## src/rtl/romulus_round_sched_pkg.sv

```systemverilog
// Shared configuration, state encoding and round-constant step for the
// Romulus Skinny-128-384+ round scheduler.
package romulus_round_sched_pkg;

    localparam int unsigned DEF_ROUNDS       = 40;
    localparam int unsigned DEF_RNDS_PER_CLK = 1;
    localparam int unsigned DEF_CNTW         = 6;
    localparam int unsigned RC_W             = 6;

    localparam logic [RC_W-1:0] RC_SEED = 6'h00;

    typedef enum logic [1:0] {
        ST_IDLE  = 2'b00,
        ST_ROUND = 2'b01,
        ST_DONE  = 2'b10
    } state_e;

    // Control triple shared by the X/Y/Z/S registers.
    typedef struct packed {
        logic rst;
        logic enc;
        logic en;
    } reg_ctrl_t;

    function automatic logic [RC_W-1:0] rc_step(input logic [RC_W-1:0] rc);
        return {rc[4:0], rc[5] ^ rc[4] ^ 1'b1};
    endfunction

endpackage

```

## src/rtl/romulus_round_sched_rc_lfsr.sv

```systemverilog
// Round-constant LFSR: registered state plus RPC unrolled steps that produce
// this cycle's constants, earliest round in the most-significant slice.
module romulus_rc_lfsr
    import romulus_round_sched_pkg::*;
#(
    parameter int unsigned RPC = DEF_RNDS_PER_CLK,
    parameter int unsigned CW  = DEF_CNTW
) (
    input  logic            clk,
    input  logic            rst,
    input  logic            init,
    input  logic            adv,
    output logic [CW*RPC-1:0] constant
);

    logic [RC_W-1:0] rc_q;
    logic [RC_W-1:0] rc_d;
    logic [RC_W-1:0] rc_walk;

    always_ff @(posedge clk or negedge rst) begin
        if (!rst) begin
            rc_q <= RC_SEED;
        end else begin
            rc_q <= rc_d;
        end
    end

    always_comb begin
        rc_walk  = rc_q;
        constant = '0;
        for (int unsigned i = 0; i < RPC; i++) begin
            rc_walk = rc_step(rc_walk);
            constant[CW*(RPC-1-i) +: CW] = CW'(rc_walk);
        end
        rc_d = rc_q;
        if (init) begin
            rc_d = RC_SEED;
        end else if (adv) begin
            rc_d = rc_walk;
        end
    end

endmodule

```

## src/rtl/romulus_round_sched.sv

```systemverilog
// Round scheduler: after one start, drives the X/Y/Z/S register controls and
// round constants for ROUNDS/RNDS_PER_CLK cycles, then pulses done.
module romulus_round_sched
    import romulus_round_sched_pkg::*;
#(
    parameter int unsigned ROUNDS       = DEF_ROUNDS,
    parameter int unsigned RNDS_PER_CLK = DEF_RNDS_PER_CLK,
    parameter int unsigned CNTW         = DEF_CNTW
) (
    input  logic                         clk,
    input  logic                         rst,
    input  logic                         start,
    output logic                         ready,
    input  logic                         hold,
    input  logic                         abort,
    output logic                         done,
    output logic                         busy,
    output logic                         xrst,
    output logic                         yrst,
    output logic                         zrst,
    output logic                         srst,
    output logic                         xenc,
    output logic                         yenc,
    output logic                         zenc,
    output logic                         senc,
    output logic                         xen,
    output logic                         yen,
    output logic                         zen,
    output logic                         sen,
    output logic [CNTW*RNDS_PER_CLK-1:0] constant
);

    localparam int unsigned NCYC  = ROUNDS / RNDS_PER_CLK;
    localparam int unsigned CNT_W = $clog2(NCYC + 1);
    localparam logic [CNT_W-1:0] LAST_CNT = CNT_W'(NCYC - 1);

    if ((ROUNDS % RNDS_PER_CLK) != 0) begin : g_bad_cfg
        $error("romulus_round_sched: ROUNDS must be a multiple of RNDS_PER_CLK");
    end

    state_e           state_q;
    state_e           state_d;
    logic [CNT_W-1:0] cnt_q;
    logic [CNT_W-1:0] cnt_d;
    reg_ctrl_t        ctrl;
    logic             done_c;
    logic             lfsr_init;
    logic             lfsr_adv;

    always_ff @(posedge clk or negedge rst) begin
        if (!rst) begin
            state_q <= ST_IDLE;
            cnt_q   <= '0;
        end else begin
            state_q <= state_d;
            cnt_q   <= cnt_d;
        end
    end

    // Next state, register controls and LFSR sequencing; abort overrides all.
    always_comb begin
        state_d   = state_q;
        cnt_d     = cnt_q;
        ctrl      = '0;
        done_c    = 1'b0;
        lfsr_init = 1'b0;
        lfsr_adv  = 1'b0;
        unique case (state_q)
            ST_IDLE: begin
                lfsr_init = 1'b1;
                if (start && !abort) begin
                    state_d = ST_ROUND;
                    cnt_d   = '0;
                end
            end
            ST_ROUND: begin
                ctrl.enc = 1'b1;
                if (abort) begin
                    state_d   = ST_IDLE;
                    lfsr_init = 1'b1;
                end else if (!hold) begin
                    ctrl.en  = 1'b1;
                    lfsr_adv = 1'b1;
                    cnt_d    = cnt_q + CNT_W'(1);
                    if (cnt_q == LAST_CNT) begin
                        state_d = ST_DONE;
                    end
                end
            end
            ST_DONE: begin
                lfsr_init = 1'b1;
                done_c    = !abort;
                state_d   = ST_IDLE;
            end
            default: begin
                state_d   = ST_IDLE;
                lfsr_init = 1'b1;
            end
        endcase
    end

    romulus_rc_lfsr #(
        .RPC (RNDS_PER_CLK),
        .CW  (CNTW)
    ) u_rc_lfsr (
        .clk      (clk),
        .rst      (rst),
        .init     (lfsr_init),
        .adv      (lfsr_adv),
        .constant (constant)
    );

    assign ready = (state_q == ST_IDLE);
    assign busy  = !ready;
    assign done  = done_c;

    assign xrst = ctrl.rst;
    assign yrst = ctrl.rst;
    assign zrst = ctrl.rst;
    assign srst = ctrl.rst;
    assign xenc = ctrl.enc;
    assign yenc = ctrl.enc;
    assign zenc = ctrl.enc;
    assign senc = ctrl.enc;
    assign xen  = ctrl.en;
    assign yen  = ctrl.en;
    assign zen  = ctrl.en;
    assign sen  = ctrl.en;

endmodule

```

## config.mk

```make
export PLATFORM = sky130hd
export DESIGN_NAME = romulus_round_sched
export DESIGN_NICKNAME = d
export VERILOG_FILES = /design/src/rtl/romulus_round_sched_pkg.sv /design/src/rtl/romulus_round_sched_rc_lfsr.sv /design/src/rtl/romulus_round_sched.sv
export SDC_FILE = /design/constraint.sdc
export NUM_CORES = 1
export LEC_CHECK = 0
export CORE_MARGIN = 10
export CORE_UTILIZATION = 48
export DETAILED_ROUTE_END_ITERATION = 16
export GPL_ROUTABILITY_DRIVEN = 0
export HOLD_SLACK_MARGIN = 0.03
export PLACE_DENSITY = 0.89
export SLEW_MARGIN = 15
export SYNTH_ARGS = -nofsm -noshare
export SYNTH_HDL_FRONTEND = slang
export SYNTH_SLANG_ARGS = --single-unit
```

## constraint.sdc

```tcl
create_clock -name clk -period 3.3 [get_ports clk]
set_clock_uncertainty 0.2 [all_clocks]
set_input_delay 0.66 -clock clk [delete_from_list [all_inputs] [get_ports clk]]
set_output_delay 0.66 -clock clk [all_outputs]
set_load 0.03 [all_outputs]
```

==> summary.md <==
| Metric | Value |
|---|---|
| Leading cell types in the layout, fill and taps excluded | clkdlybuf4s50_1, dfrtp_1, nor2_1 |
| Number of filler instances in the final layout | about 140 |
| Max-slew violation count | 0 |
| Measured slew at the worst slew-check pin | roughly 0.62 ns |
| Cell at the root of the clock tree | clkbuf_4 |
| Setup repair after global routing missed its margin | no |
| Classification of the worst setup path | in -> out |
| Clk sinks | 14 |
| Largest net degree at the start of global routing | 15 |
| Max-capacitance violation count | 0 |
| PostCTS Resize Cnt | 0 |
| Count of buffers from port buffering | 21 |
| Most common cell after layout, fill and taps aside | clkdlybuf4s50_1 |
| Minimum hold slack | 0.328 ns |
| Compound-gate portion of the synthesized area | 0.0806 |
| Adder-Cell Fraction of Synth Area | 0.0149 |
| Slack of the worst reg-to-reg path | between 1 and 1.5 ns |
| VDD IR max | between 150 and 200 uV |
| Initial Utilization | 0.496 |
| Beginning of the worst register-to-register path | state_q[0]$_DFFE_PN0P_ |
| Core Rows | 15 |
| Fin crit share | 0.883 |
| Count of boundary I/O pins | 26 |
| Cell variety after synth | 28 |
| Total CTS buffers | 3 |
| Placeable Area | roughly 1700 um2 |
| Width of the die | ~62 um |
| Run status | completed |
| Fraction of synthesized area in multiplexers | 0.109 |
| Capture point of the worst reg-to-reg path | cnt_q[5]$_DFFE_PN0P_ |
| Global routing usage summed across all routing layers | 0.0980 |
| Count of non-filler cells in the finished layout | 107 |
| Top cell family by delay on the critical path | simple AND/OR/NAND/NOR gates |
| Gate Count Post-Synth | 78 |
| Metal2 WL | between 800 and 900 um |
| # DRC | 0 |
| Buffers inserted during post-CTS setup optimization | 0 |
| CP startpoint kind | primary input |
| Highest metal used | met4 |
| Gr ovfl total | 0 |
| Routed via count | between 500 and 600 |
| Detail-routed net length per standard cell | between 15 and 20 um |
| Final total negative setup slack | 0 ns |
| Post-synthesis instance area | ~840 um2 |
| Power share of the combinational group | 0.207 |
| Internal power consumption | roughly 250 uW |
| Post-CTS Hold Fix Bufs | 0 |
| Warning count from the yosys run | 0 |
| Sequential group share of total power | 0.518 |
| Detail Route Antenna Nets | 0 |
| Clock tree from TritonCTS | yes |
| Peak clock frequency supported by timing | about 0.34 GHz |
| Number of hold-slack violations in the final timing report | 0 |
| Initial antenna violation count | 0 |
| Maximum level of the CTS H-tree | 1 |
| Placed Cells | between 100 and 150 |
| Met3 wire length | 123 um |
| Layout net count | 98 |
| Layout cell share with drive strength beyond 1 | 0.144 |
| Total power per unit cell area | roughly 360 nW/um2 |
| Detailed-placement wirelength estimate | 1.33 mm |
| Worst Setup SP | abort |
| Ant. Diodes | 0 |
| Clock transition time at the flip-flop clock pins of the worst setup and hold paths | around 0.080 ns |
| Buffers plus inverters on the worst setup path | 2 |
| Instance count on the critical path | 4 |
| Via count of the first global-routing pass | around 630 |
| Latest clock arrival within the worst-skew pair | about 0.28 ns |
| Worst reg2reg path depth | 4 |
| Detailed-router iteration count before antenna repair | 4 |
| Largest family of logic cells by synthesized area | simple AND/OR/NAND/NOR gates |
| Area delta synth->final | 16.1% |
| Post-synthesis share of cell area spent on and, or, nand and nor gates | 0.187 |
| Mapped Avg Cell Area | roughly 11 um2 |
| Maximum buffer depth of the clock tree | 2 |
| Relative slew margins | 0.586 |
| Net switching share of the total power | 0.296 |
| Leakage component of the power | about 0.00046 uW |
| Part of the power in the clock network | 0.275 |
| Post-detailed-route via-to-cell ratio | approximately 5.4 |
| Met1 wire length | approximately 700 um |
| Vertical extent of the die | between 60 and 70 um |
| List of cells traversed by the critical path | clkdlybuf4s50_1 > or3b_1 > nor2_8 > buf_4 |
| Starting DRC count in detailed routing | 15 |
| Min-Delay Path Class | reg -> reg |
| Sequential cell area in the final layout | 350 um2 |
| Xor and xnor area share after synthesis | 0.0209 |
| Sequential area share after synthesis | 0.418 |
| Wire length of the first global-routing pass | between 2 and 3 mm |
| Routed Wire Length | about 1.7 mm |
| Critical Path Fanout Max | 8 |
| Register bit count reported by yosys | 14 |
| Crit path DAT | 2.05 ns |
| Combined area of the multi-input logic cells | around 360 um2 |
| Die area | 3820 um2 |
| Slowest stage cell, crit path | or3b_1 |
| End point of the critical path | sen |
| CP required | around 2.4 ns |
| Nature of the critical path endpoint | primary output |
| Longest individual stage delay on the worst path | around 0.57 ns |
| Final worst path period need | between 2 and 3 ns |
| Final setup violating endpoints | 0 |
| Net load switching power | between 100 and 150 uW |
==> power by group through the flow <==
| stage | logic (uW) | clock network (uW) | registers, uW |
|---|---|---|---|
| after floorplan | 57.3 | 0 | 185 |
| after global placement | 72.0 | 0 | 186 |
| after detailed placement | 73.8 | 0 | 186 |
| after CTS | 74.1 | 101 | 183 |
| after global routing | 78.7 | 109 | 184 |
| final | 73.1 | 97.3 | 183 |
==> worst min path at each step <==
| stage | from | end | cells past startpoint |
|---|---|---|---|
| global placement | cnt_q[1]$_DFFE_PN0P_ | cnt_q[1]$_DFFE_PN0P_ | 1 |
| detailed placement | cnt_q[1]$_DFFE_PN0P_ | cnt_q[1]$_DFFE_PN0P_ | 1 |
| global route | cnt_q[4]$_DFFE_PN0P_ | cnt_q[4]$_DFFE_PN0P_ | 1 |
| floorplan | rst | cnt_q[0]$_DFFE_PN0P_ | 0 |
| CTS | cnt_q[1]$_DFFE_PN0P_ | cnt_q[1]$_DFFE_PN0P_ | 1 |
| finish | cnt_q[1]$_DFFE_PN0P_ | cnt_q[1]$_DFFE_PN0P_ | 1 |
==> cells by family (layout without fill, tap and decap cells) <==
logic type / after synthesis / after routing
buf+inv: 18 / 27
simple gates: 27 / 27
flops: 14 / 14
compound gates: 6 / 6
xor+xnor: 2 / 2
mux: 9 / 9
other cells: 1 / 4
fa+ha+maj: 1 / 1
==> worst register-to-register path, cell delays in order (launching register included) <==
cell and delay (ns):
dfrtp_1 0.46, or2b_1 0.31, a2111oi_4 0.44, a31oi_1 0.13, a41o_1 0.22
==> layer usage <==
layer  vias to the layer above  global-route usage
li1                        274                   -
met1                       279              0.0947
met2                        21               0.170
met3                         5              0.0305
met4                         0              0.0764
met5                         -                   0
==> synthesized netlist by cell type <==
cell | number | area (um2)
a31oi_1 | 1 | 6.26
ha_1 | 1 | 12.5
conb_1 | 1 | 3.75
mux2_2 | 1 | 11.3
nand4_1 | 2 | 12.5
dfrtp_1 | 14 | 350
nor2b_1 | 1 | 6.26
nand2b_1 | 1 | 6.26
nand2_1 | 4 | 15.0
a41o_1 | 1 | 10.0
nor3_1 | 2 | 10.0
mux2i_1 | 8 | 80.1
a2111oi_4 | 1 | 27.5
nor3b_1 | 2 | 15.0
or2_2 | 1 | 6.26
or3b_1 | 1 | 8.76
nand3_1 | 1 | 5.00
inv_1 | 1 | 3.75
buf_4 | 15 | 113
nor2_8 | 1 | 20.0
or2b_1 | 1 | 7.51
o22ai_1 | 1 | 6.26
buf_6 | 2 | 22.5
nor2_1 | 9 | 33.8
a211o_1 | 1 | 8.76
a22o_1 | 1 | 8.76
xnor2_1 | 2 | 17.5
or4b_1 | 1 | 10.0
==> metrics by stage <==
stage                     setup slack, ns  instance area [um2]  total power (uW)  utilization
after global routing                0.335                  973               372        0.576
after CTS                           0.378                  973               358        0.576
after detailed placement            0.374                  951               260        0.563
after global placement              0.404                  951               258        0.563
final                               0.387                  973               353        0.576
after floorplan                     0.887                  850               242            -
==> flip-flops by register name, indices dropped and copies added (netlist names) <==
| name | count |
|---|---|
| cnt_q | 6 |
| state_q | 2 |
| u_rc_lfsr.rc_q | 6 |
==> final cells by class <==
cell class | count | share of cell area
repair buffers | 23 | 0.221
well taps | 17 | 0.0219
flip-flops and latches | 14 | 0.360
inverters | 1 | 0.00386
clock buffers | 3 | 0.0231
multi-input cells | 49 | 0.370
Power figures use the tool's default switching activity.
==> edit: new RTL, config.mk and constraints unchanged <==
Make the reset (`rst`) synchronous in 2 clocked blocks.
--- a/src/rtl/romulus_round_sched_rc_lfsr.sv
+++ b/src/rtl/romulus_round_sched_rc_lfsr.sv
@@ -17,7 +17,7 @@
     logic [RC_W-1:0] rc_d;
     logic [RC_W-1:0] rc_walk;
 
-    always_ff @(posedge clk or negedge rst) begin
+    always_ff @(posedge clk) begin
         if (!rst) begin
             rc_q <= RC_SEED;
         end else begin
--- a/src/rtl/romulus_round_sched.sv
+++ b/src/rtl/romulus_round_sched.sv
@@ -47,7 +47,7 @@
     logic             lfsr_init;
     logic             lfsr_adv;
 
-    always_ff @(posedge clk or negedge rst) begin
+    always_ff @(posedge clk) begin
         if (!rst) begin
             state_q <= ST_IDLE;
             cnt_q   <= '0;
Behaviour: differs if rst is asserted again (counterexample within 4 cycles, from zero or initial values and one cycle with rst low); with rst held inactive, the same outputs for 10 cycles.
==> edit against the unedited design <==
First-iteration DRC count down 53%; non-clock buffer count fell by 1; via count is 3.6% lower; final cell count up 4.7%; sequential cell count unchanged; clock power up 23%; area after synthesis down 9.4%; setup slack got worse by 22 ps; wire length decreased by 6.7%; total power fell by 4.8%; final area decreased by 5.9%; count of clock-buffer cells in the layout is 1 higher; largest cell class unchanged; highest routed layer unchanged.
==> edit: results (changes against the unedited design) <==
** Status
- The flow ran to the end, and the final reports show no timing, DRC or antenna violations.

** Final layout
- Inverters :: 3 (+2)
- The clock buffer instance count of the final layout is 4 (+1).
- The fraction of final layout cells with drive strength greater than 1 was 13.5% (-0.90 points).
- Total of fill cells in the finished design :: 139 (+0.72%)
- Fraction of area in multi-input gates :: 39.3% (+2.3 points)
- Clock buffers and inverters, area share :: 3.96% (+1.6 points)
- The sequential cell area is 280 um2 (-20%).
- Non-clock buffering overhead in the final layout :: 22.7% (+0.57 points)
- Final layout net count :: 103 (+5.1%)
- Layout buffer count excluding clock buffers :: 22 (-4.3%)

** Synth
- The share of flip-flops with an asynchronous set or reset after synthesis is 0% (-100 points).
- Cell types occupying the most area after synthesis :: sky130_fd_sc_hd__dfxtp_1 37%, sky130_fd_sc_hd__buf_4 16%, sky130_fd_sc_hd__mux2i_1 7.9%
- Synth top cells by count :: 16 x sky130_fd_sc_hd__buf_4, 14 x sky130_fd_sc_hd__dfxtp_1, 11 x sky130_fd_sc_hd__nor2_1, 6 x sky130_fd_sc_hd__mux2i_1
- The number of unique standard cell types used by synthesis was 24 (-14%).
- Among all flip-flop cells after synthesis, the most frequent one is sky130_fd_sc_hd__dfxtp_1.
- The post-synthesis xor/xnor area fraction came to 4.61% (+2.5 points).
- The complex-gate fraction of the synthesized area is 11.4% (+3.3 points).
- Adder-cell area share of the yosys netlist :: 1.65% (+0.15 points)
- Post-synthesis sequential area ratio :: 36.9% (-4.9 points)

** Placed design
- The final HPWL from detailed placement came to 1300 um (-2.2%).
- The area after detailed placement is 880 um2 (-7.5%).

** Power
- The reported sequential group power was 171 uW (-7%).
- The largest voltage drop on the vdd net came to 0.201 mV (+7.8%).
- P_clk :: 120 uW (+23%)
- The sum of internal, switching and leakage power is 336 uW (-4.8%).
- The internal power summed over all cells came to 253 uW (+1.8%).
- The static leakage was 0.314 nW (-32%).

** Detailed routing
- The met2 wire length was 796 um (-2.5%).
- Total wire length after detailed routing :: 1590 um (-6.7%)
- Met3 wire length :: 175 um (+42%)
- The number of DRC violations after detailed-routing iteration 0 was 7 (-8).

** Min path
- Worst Hold Path EP :: cnt_q[0]
- Launch point of the worst hold path :: cnt_q[0]

** Worst setup path
- The data arrival time of the critical path came to 2070 ps (+20 ps).
- Dominant delay contributor by cell family on the critical path :: buffers and inverters
- The slowest stage of the critical path belongs to the cell sky130_fd_sc_hd__clkdlybuf4s50_1.
- The longest individual stage delay on the worst path came to 710 ps (+140 ps).
- Source of the worst register-to-register timing path :: state_q[0]
- R2r worst-path depth :: 5 (+1)
- The biggest fanout along the worst timing path came to 5 (-3).
- FF-to-FF End :: u_rc_lfsr.rc_q[2]

** GRT
- The global-route track usage on met2 came to 16.9% (-0.072 points).
- Combined global-route utilization of all metal layers :: 9.83% (+0.027 points)
- Routing usage on met3 :: 7.20% (+4.2 points)

** Timing
- Final worst path period need :: 2930 ps (+21.9 ps)

** Floorplanning
- The number of tap instances was 16 (-1).
[edit: cell types whose count changed after synthesis, sizes merged, moves of 2 or more]
cell	change
inv	+2
a21oi	+3
dfxtp	+14
nand4	-2
xnor2	+2
a211oi	+4
dfrtp	-14
nand2b	+4
mux2i	-2
nand3	+2
[edit: through the flow]
stage                     util [%]  hold WS, ps  cells  setup slack, ps
after CTS                     60.8          310    112              354
after detailed placement      58.4          293    108              359
after global placement        58.4          282    108              415
after floorplan                  -          266     87             1050
final                         60.8          309    112              365
after global routing          60.8          340    112              312
[edit: kinds of logic after synthesis]
family / count (synthesis)
other: 1
flip-flops: 14
adder cells (fa/ha/maj): 1
AND/OR/NAND/NOR: 28
AO/OA/AOI/OAI: 10
buffers and inverters: 20
XOR/XNOR: 4
multiplexers: 6
[edit: how the worst max path moves through the flow]
stage               startpoint   end  slack, ps
floorplan                abort  done       1050
global placement         abort  done        420
detailed placement       abort  done        360
CTS                      abort  done        350
global route             abort  done        310
finish                   abort  done        370
